===== src/rtl/mem_copy_pkg.sv =====
// Shared types and default widths for the memory block-copy engine.
package mem_copy_pkg;

  localparam int unsigned AwDefault = 8;
  localparam int unsigned DwDefault = 8;
  localparam int unsigned LwDefault = 8;

  typedef enum logic [1:0] {
    StIdle,
    StRead,
    StWrite,
    StDone
  } copy_state_e;

endpackage


===== src/rtl/mem_copy_engine.sv =====
// Bus-master block-copy engine: ascending byte copy inside the data memory.
// Optional constant-fill mode is enabled by defining MEM_COPY_FILL_EN.
module mem_copy_engine
  import mem_copy_pkg::*;
#(
  parameter int unsigned AW = AwDefault,
  parameter int unsigned DW = DwDefault,
  parameter int unsigned LW = LwDefault
) (
  input  logic          Clk,
  input  logic          Reset,
  input  logic          Start,
  input  logic [AW-1:0] SrcAddr,
  input  logic [AW-1:0] DstAddr,
  input  logic [LW-1:0] Len,
  output logic          Busy,
  output logic          Done,
  output logic [AW-1:0] MemAddress,
  output logic          MemWriteEn,
  output logic [DW-1:0] MemDataOut,
`ifdef MEM_COPY_FILL_EN
  input  logic          FillEn,
  input  logic [DW-1:0] FillData,
`endif
  input  logic [DW-1:0] MemDataIn
);

  copy_state_e   state_q, state_d;
  logic [AW-1:0] src_q, src_d;
  logic [AW-1:0] dst_q, dst_d;
  logic [LW-1:0] rem_q, rem_d;
  logic [DW-1:0] buf_q, buf_d;
  logic          fill_q, fill_d;
  logic [DW-1:0] fill_data_q, fill_data_d;
  logic          start_fill;
  logic [DW-1:0] start_fill_data;

`ifdef MEM_COPY_FILL_EN
  assign start_fill      = FillEn;
  assign start_fill_data = FillData;
`else
  assign start_fill      = 1'b0;
  assign start_fill_data = '0;
`endif

  always_ff @(posedge Clk) begin
    if (Reset) begin
      state_q     <= StIdle;
      src_q       <= '0;
      dst_q       <= '0;
      rem_q       <= '0;
      buf_q       <= '0;
      fill_q      <= 1'b0;
      fill_data_q <= '0;
    end else begin
      state_q     <= state_d;
      src_q       <= src_d;
      dst_q       <= dst_d;
      rem_q       <= rem_d;
      buf_q       <= buf_d;
      fill_q      <= fill_d;
      fill_data_q <= fill_data_d;
    end
  end

  always_comb begin
    state_d     = state_q;
    src_d       = src_q;
    dst_d       = dst_q;
    rem_d       = rem_q;
    buf_d       = buf_q;
    fill_d      = fill_q;
    fill_data_d = fill_data_q;
    Busy        = 1'b1;
    Done        = 1'b0;
    MemAddress  = '0;
    MemWriteEn  = 1'b0;
    MemDataOut  = '0;

    unique case (state_q)
      StIdle: begin
        Busy = 1'b0;
        if (Start) begin
          src_d       = SrcAddr;
          dst_d       = DstAddr;
          rem_d       = Len;
          fill_d      = start_fill;
          fill_data_d = start_fill_data;
          if (Len == '0) begin
            state_d = StDone;
          end else if (start_fill) begin
            state_d = StWrite;
          end else begin
            state_d = StRead;
          end
        end
      end
      StRead: begin
        MemAddress = src_q;
        buf_d      = MemDataIn;
        state_d    = StWrite;
      end
      StWrite: begin
        MemAddress = dst_q;
        MemWriteEn = 1'b1;
        MemDataOut = fill_q ? fill_data_q : buf_q;
        // Pointers wrap modulo 2^AW by plain truncation.
        src_d      = src_q + AW'(1);
        dst_d      = dst_q + AW'(1);
        rem_d      = rem_q - LW'(1);
        if (rem_q == LW'(1)) begin
          state_d = StDone;
        end else if (fill_q) begin
          state_d = StWrite;
        end else begin
          state_d = StRead;
        end
      end
      StDone: begin
        Done    = 1'b1;
        state_d = StIdle;
      end
      default: state_d = StIdle;
    endcase
  end

endmodule


===== config.mk =====
export PLATFORM = sky130hd
export DESIGN_NAME = mem_copy_engine
export DESIGN_NICKNAME = d
export VERILOG_FILES = /design/src/rtl/mem_copy_pkg.sv /design/src/rtl/mem_copy_engine.sv
export SDC_FILE = /design/constraint.sdc
export NUM_CORES = 1
export LEC_CHECK = 0
export ABC_AREA = 0
export CAP_MARGIN = 25
export CORE_UTILIZATION = 45
export CTS_CLUSTER_SIZE = 10
export DETAILED_ROUTE_END_ITERATION = 8
export PLACE_DENSITY = 0.73
export SLEW_MARGIN = 10
export SYNTH_ARGS = -nofsm -noshare
export SYNTH_HDL_FRONTEND = slang
export SYNTH_SLANG_ARGS = --single-unit

===== constraint.sdc =====
create_clock -name Clk -period 2.3 [get_ports Clk]
set_input_delay 0.345 -clock Clk [delete_from_list [all_inputs] [get_ports Clk]]
set_output_delay 0.345 -clock Clk [all_outputs]
set_load 0.02 [all_outputs]

# Word level (Yosys, flattened, before mapping)
# Index checks and enable logic that the tools add are counted.
# word_totals
ff_bits	34
out_inout_bits	19
word_cells	32
# classes
addsub	3
n_eq_ne	5
muxes	15
reduce_logical	4
# ops
op	count
case mux 8 bit (2 select lines)	4
2-to-1 mux 8 bit	4
adder 8 x 1 -> 8 bit, second input constant	2
== test 8 x 1 -> 1 bit, second input constant	1
logical NOT 8 bit	1
case mux 2 bit (4 select lines)	1
subtractor 8 x 1 -> 8 bit, second input constant	1
2-to-1 mux 2 bit	3
== test 2 bit, second input constant	2
2-to-1 mux 1 bit	3
== test 2 x 1 -> 1 bit, second input constant	1
logical NOT 2 bit	1
!= test 2 bit, second input constant	1
AND reduction 2 bit	1
nonzero test 2 bit	1

# Depth between registers and ports, before layout
# Gate-level depths: netlist of the first run.
# logic_depth
word_depth	4
ltp_mapped	9

# Worst setup path before layout of the first run
# No wires, ideal clock.
# synth_path
path_type	register to output
from	register state_q[0]
to	output MemAddress[6]
arrival_time_ns	1.830
required_time_ns	1.955
path_slack_ns	0.125
stages_incl_launch_ff	7
cell_sequence	dfxtp_1 -> inv_1 -> ha_1 -> buf_2 -> buf_1 -> nand2_1 -> a21boi_0
# synth_between
elab_chain_len	2
word_cells_on_any_way	3
classes_between	eq/ne (2); mux (1)
# synth_rtl
item	line_no	text
start: declaration	mem_copy_engine.sv:28	copy_state_e state_q, state_d;
start signal: assignment	mem_copy_engine.sv:48	state_q <= StIdle;
start signal: assignment	mem_copy_engine.sv:56	state_q <= state_d;
== test 2 bit / == test 2 x 1 -> 1 bit (equally long branches)	mem_copy_engine.sv:80	unique case (state_q)
case mux 8 bit (2 select lines) (*)	mem_copy_engine.sv:80	
end: declaration	mem_copy_engine.sv:18	output logic [AW-1:0] MemAddress,
# Every way passes the cells marked *; elsewhere a longest branch is shown, timed or not.

# Worst setup path after layout of the first run
# layout_path
from	register state_q[0]
to	output MemDataOut[4]
# layout_between
elab_chain_len	2
# layout_rtl
item	line_no	text
== test 2 bit	mem_copy_engine.sv:80	
2-to-1 mux 8 bit	mem_copy_engine.sv:80	
end: declaration	mem_copy_engine.sv:20	output logic [DW-1:0] MemDataOut,
# Every way passes these cells.

==> results of run 1 <==
==> cell type report <==
type	count	area (sq um)
clock buffer	7	76.3
inverter	10	37.5
multi-input combinational	191	1260
sequential	34	681
fill	378	1510
timing repair buffer	71	693
clock inverter	1	30.0
tap	52	65.1
==> stage by stage <==
step	power, mW	util (%)	worst slack, ns	hold slack, ns
floorplan	2.01	-	0.125	0.452
global placement	2.42	60.6	0.200	0.464
detailed placement	2.45	60.6	0.155	0.478
CTS	3.06	64.1	0.00124	0.495
global route	3.35	65.2	0.0686	0.519
finish	3.10	65.2	0.148	0.491
==> worst min path at each step <==
stage                                        to  slack [ns]  cells past startpoint
after floorplan           buf_q[0]$_SDFFE_PP0N_        0.45                      2
after global placement    buf_q[6]$_SDFFE_PP0N_        0.46                      2
after detailed placement  buf_q[7]$_SDFFE_PP0N_        0.48                      2
after CTS                 rem_q[1]$_SDFFE_PP0P_        0.50                      2
after global routing      buf_q[5]$_SDFFE_PP0N_        0.52                      2
final                     buf_q[5]$_SDFFE_PP0N_        0.49                      2
==> layout by cell type (no fill, tap or decap), types with 5 or more instances in the layout <==
master	Yosys	final
ha_1	8	5
dlymetal6s2s_1	0	9
a21oi_1	21	21
nand3_1	7	7
nor2_1	28	28
mux2i_1	12	12
nor2b_1	12	12
buf_4	1	17
dfxtp_1	34	34
o21ai_0	10	10
inv_1	9	9
dlygate4sd2_1	0	6
nor3_1	5	5
a22oi_1	11	11
nand2_1	11	11
clkdlybuf4s50_1	0	38
and2_1	8	8
o21ai_1	9	9
clkbuf_8	0	5
==> state kept, by name (all words and copies together), names as in the netlist <==
signal / flops
rem_q: 8
dst_q: 8
src_q: 8
buf_q: 8
state_q: 2
==> what timing repair did <==
| action | in CTS | in global routing |
|---|---|---|
| gates resized for setup | 9 | 9 |
| setup endpoints to repair | 17 | 10 |
| setup buffers | 5 | 2 |
==> worst reg2reg max path: cells and delay by family, from the launching register on <==
| kind | cells | cell delay (ns) |
|---|---|---|
| multiplexers | 2 | 0.54 |
| buffers and inverters | 3 | 0.40 |
| flip-flops | 1 | 0.39 |
| AO/OA/AOI/OAI | 1 | 0.35 |
| adder cells (fa/ha/maj) | 1 | 0.18 |
| AND/OR/NAND/NOR | 1 | 0.13 |
==> report_power, final <==
part | internal (mW) | leakage, nW | switching, mW | total (mW)
Combinational | 0.735 | 0.911 | 0.829 | 1.56
Clock | 0.324 | 0.0524 | 0.224 | 0.549
Sequential | 0.775 | 0.280 | 0.210 | 0.984
Total | 1.83 | 1.24 | 1.26 | 3.10
==> cells by family (layout without fill, tap and decap cells) <==
family                   after synthesis  in the layout
flip-flops                            34             34
AND/OR/NAND/NOR                       91             91
multiplexers                          14             14
adder cells (fa/ha/maj)                8              8
buffers and inverters                 29             89
AO/OA/AOI/OAI                         78             78
==> per-layer routing <==
metal	GRT usage (%)	wire, um	up-vias
li1	-	-	1047
met1	31.5	2420	973
met2	37.1	2560	82
met3	4.51	342	9
met4	6.80	69	0
met5	0	0	-
==> results.cfg, run 1 <==
[global_routing]
grt_pass1_vias = 1895
grt_pass1_wl_um = 9000
antenna_found_initial = 0
grt_max_degree = 26
grt.overflow.total = 0
track_usage_pct = 23.1

[synth]
synth_xor_area_share_pct = 0
synth_top_area_cell = dfxtp_1
synth_flop_cell = dfxtp_1
synthArstFlopShare_pct = 0
syn_avg_cell_area_sq_um = 8.08
ys_seq_elements = 34
synthTopCellsByArea = dfxtp_1, mux2i_1, a21oi_1
synth-simple-area-share_pct = 23.7
syn-num-nets = 297
synth_most_common_cell = dfxtp_1
yosysWarningCount = 0
synth_edf_count = 0
synthMuxAreaShare_pct = 6.95
synth_compound_area_share_pct = 24.9
synth_top_family_by_area = compound AO/OA/AOI/OAI gates
synth-seq-area-share_pct = 33.2
yosysTopAreaCellShare_pct = 33.2
syn_inst = 254
ys_top_cells_by_count = dfxtp_1, nor2_1, a21oi_1
ys_types = 49
synthesis.area_sq_um = 2050
synth_adder_area_share_pct = 4.88

[routing]
drc_errors = 0
dr.first_iter.drc_count = 156
wire_per_inst_um = 14.7
first_pass_iters = 5
avgViaCountPerCell = 5.77
postRouteWirelength_um = 5400
via_count = 2111
ant_nets = 0

[timing]
fin_tns_setup_ns = 0
min_period_ns = 2.15
slew_headroom_pct = 68.1
final-setup-viol-count = 0
fmax_mhz = 465
period_share_pct = 93.6
timing.final.hold_violations = 0
maxSlewViolCount = 0
rsz0062_at_grt = no
skew_ns = 0.00765
worstMarginPinSlew_ns = 0.475

[clock_network]
clkTransAtPathRegs_ns = 0.07
htree_levels = 2
clk_latency_ns = 0.29
clockBufferDepth = 2
cts_tree = built
cts-root-buf = clkbuf_8
numCtsBuffers = 5
cts.sinks = 34
holdBufCountCts = 0

[critical_path]
crit_fanout = 10
reg2reg_from = state_q[0]$_SDFFE_PP0P_
max_stage_delay_ns = 0.52
worstPathRequired_ns = 1.96
crit_path_start = state_q[0]$_SDFFE_PP0P_
cp_data_arrival_time_ns = 1.81
regToRegSetupSlack_ns = 0.22
cp-end-kind = output pin
crit_path_start_kind = flop
cp_num_buf_inv = 3
endpoint = MemDataOut[4]
reg2reg_depth = 8
cp_slowest_cell = clkdlybuf4s50_1
reg2reg_to = src_q[7]$_SDFFE_PP0P_
crit_cells = 5
worstPathCellList = inv_1, ha_4, buf_4, and2_1, clkdlybuf4s50_1
path_delay_family = buffers and inverters
critPathKind = flop to output pin

[finish]
post-route-cell-area_sq_um = 2840
area_growth_pct = 38.4
final_nets = 356
antennaDiodeCount = 0
final_cells = 366
drive_gt1_share_pct = 10.5

[place]
gp_congestion = 0.843
dp.cells = 351
port_buffers = 53
dp_hpwl_um = 3770
place_area_sq_um = 2640

[die]
initial_core_util_pct = 47.1
core.rowCount = 24
die-height_um = 69.5
ios = 54
dieArea_sq_um = 4830
die_w_um = 69.5
core_sq_um = 4350

[power_and_ir_drop]
vdd_drop_max_uv = 670
leakagePower_nw = 1.24
powerDensity_nw_per_um2 = 1090

[flow_run]
maxCapViolCount = 0

[status]
status = finished, final reports clean

[hold_path]
hp-class = flop to flop
holdCritStartpoint = buf_q[5]$_SDFFE_PP0N_
No activity file was read; power rests on OpenSTA's default activity.
==> run 2, diff against run 1 <==
--- a/config.mk
+++ b/config.mk
@@ -7,10 +7,12 @@
 export LEC_CHECK = 0
 export ABC_AREA = 0
 export CAP_MARGIN = 25
+export CORE_ASPECT_RATIO = 1.4
 export CORE_UTILIZATION = 45
 export CTS_CLUSTER_SIZE = 10
 export DETAILED_ROUTE_END_ITERATION = 8
 export PLACE_DENSITY = 0.73
+export REMOVE_ABC_BUFFERS = 1
 export SLEW_MARGIN = 10
 export SYNTH_ARGS = -nofsm -noshare
 export SYNTH_HDL_FRONTEND = slang
==> results.cfg, run 2 (same netlist as run 1, synthesis figures left out) <==
[global_routing]
grt_pass1_vias = 2030
grt_pass1_wl_um = 8780
antenna_found_initial = 0
grt_max_degree = 23
grt.overflow.total = 0
track_usage_pct = 23.9

[timing]
period_share_pct = 96.6
fin_tns_setup_ns = 0
maxSlewViolCount = 0
worstMarginPinSlew_ns = 0.552
skew_ns = 0.00583
fmax_mhz = 450
timing.final.hold_violations = 0
slew_headroom_pct = 63.1
rsz0062_at_grt = no
final-setup-viol-count = 0
min_period_ns = 2.22

[routing]
dr.first_iter.drc_count = 104
via_count = 2093
drc_errors = 0
postRouteWirelength_um = 5410
wire_per_inst_um = 14.5
first_pass_iters = 5
ant_nets = 0
avgViaCountPerCell = 5.61

[clock_network]
cts.sinks = 34
cts-root-buf = clkbuf_8
htree_levels = 2
numCtsBuffers = 5
clkTransAtPathRegs_ns = 0.07
cts_tree = built
clockBufferDepth = 2
clk_latency_ns = 0.29

[critical_path]
worstPathRequired_ns = 1.96
critPathKind = flop to output pin
cp_data_arrival_time_ns = 1.88
crit_fanout = 9
cp-end-kind = output pin
cp_slowest_cell = clkdlybuf4s50_1
cp_num_buf_inv = 3
max_stage_delay_ns = 0.59
worstPathCellList = inv_1, ha_4, buf_4, and2_1, clkdlybuf4s50_1
path_delay_family = buffers and inverters
crit_path_start_kind = flop

[status]
status = finished, final reports clean

[finish]
area_growth_pct = 36.5
layout.cells.most_common_list = clkdlybuf4s50_1, dfxtp_1, nor2_1, a21oi_1, buf_4
regArea_sq_um = 681
antennaDiodeCount = 0
fillerInstances = 394
multi_input_area_sq_um = 1260
drive_gt1_share_pct = 10.5
post-route-cell-area_sq_um = 2800
final_nets = 355
layout_commonest_cell = clkdlybuf4s50_1

[die]
die-height_um = 81.9
ios = 54
die_w_um = 59.1
dieArea_sq_um = 4840
core_sq_um = 4310
initial_core_util_pct = 47.6
core.rowCount = 28

[place]
gp_congestion = 0.787
place_area_sq_um = 2640
port_buffers = 53
dp_hpwl_um = 3880

[hold_path]
hp-class = flop to flop

[power_and_ir_drop]
leakagePower_nw = 1.17
finalPower_mw = 3.01
powerDensity_nw_per_um2 = 1070
vdd_drop_max_uv = 569

[flow_run]
maxCapViolCount = 0
-- run 2: layer usage --
metal  share of wire, %  global-route usage [%]
met5                  0                       0
met4                1.5                    8.81
met3                4.6                    6.14
met2                 52                    44.3
met1                 42                    25.4
-- run 2: through the flow --
| step | worst slack, ns | utilization, % | hold slack (ns) | instances |
|---|---|---|---|---|
| global placement | 0.218 | 61.3 | 0.469 | 358 |
| CTS | 0.00389 | 64.0 | 0.490 | 369 |
| global route | 0.0102 | 65.0 | 0.516 | 373 |
| detailed placement | 0.160 | 61.3 | 0.480 | 358 |
| floorplan | -0.802 | - | 0.411 | 235 |
| finish | 0.0779 | 65.0 | 0.489 | 373 |
-- run 2: what timing repair did --
action                                  CTS  global route
gates resized for setup                  12             5
hold buffers                              0             0
endpoints found under the setup margin   17             8
buffers inserted                          3             4
-- run 2: final cells by class --
cell class / count / share of cell area (%)
clock buffers: 7 / 3.08
clock inverters: 1 / 0.179
inverters: 10 / 1.34
multi-input cells: 191 / 44.9
flip-flops and latches: 34 / 24.3
well taps: 60 / 2.68
repair buffers: 70 / 23.5
-- run 2: final timing paths --
check,from,cells after the start,slack [ns],endpoint
setup / recovery,state_q[0]$_SDFFE_PP0P_,5,0.08,MemDataOut[7]
hold / removal,rem_q[1]$_SDFFE_PP0P_,2,0.49,rem_q[1]$_SDFFE_PP0P_
setup reg to reg,state_q[0]$_SDFFE_PP0P_,8,0.34,src_q[7]$_SDFFE_PP0P_
hold reg to reg,rem_q[1]$_SDFFE_PP0P_,2,0.49,rem_q[1]$_SDFFE_PP0P_
-- run 2: power by group --
group          internal [mW]  switching (mW)  leakage [nW]
clock network          0.242           0.231        0.0482
logic                  0.721           0.832         0.843
registers              0.775           0.205         0.280
total                   1.74            1.27          1.17
-- run 2: tightest hold or removal path: cells and delay by family (launching register included) --
family | cells | cell delay, ns
AOI/OAI and AO/OA | 1 | 0.05
DFF | 1 | 0.34
and+or+nand+nor | 1 | 0.06
==> run 3, diff against run 2 <==
--- a/config.mk
+++ b/config.mk
@@ -13,7 +13,7 @@
 export DETAILED_ROUTE_END_ITERATION = 8
 export PLACE_DENSITY = 0.73
 export REMOVE_ABC_BUFFERS = 1
-export SLEW_MARGIN = 10
+export SLEW_MARGIN = 20
 export SYNTH_ARGS = -nofsm -noshare
 export SYNTH_HDL_FRONTEND = slang
 export SYNTH_SLANG_ARGS = --single-unit
==> results of run 3 <==
No change in the layout: final DEF, timing and power equal those of run 2.
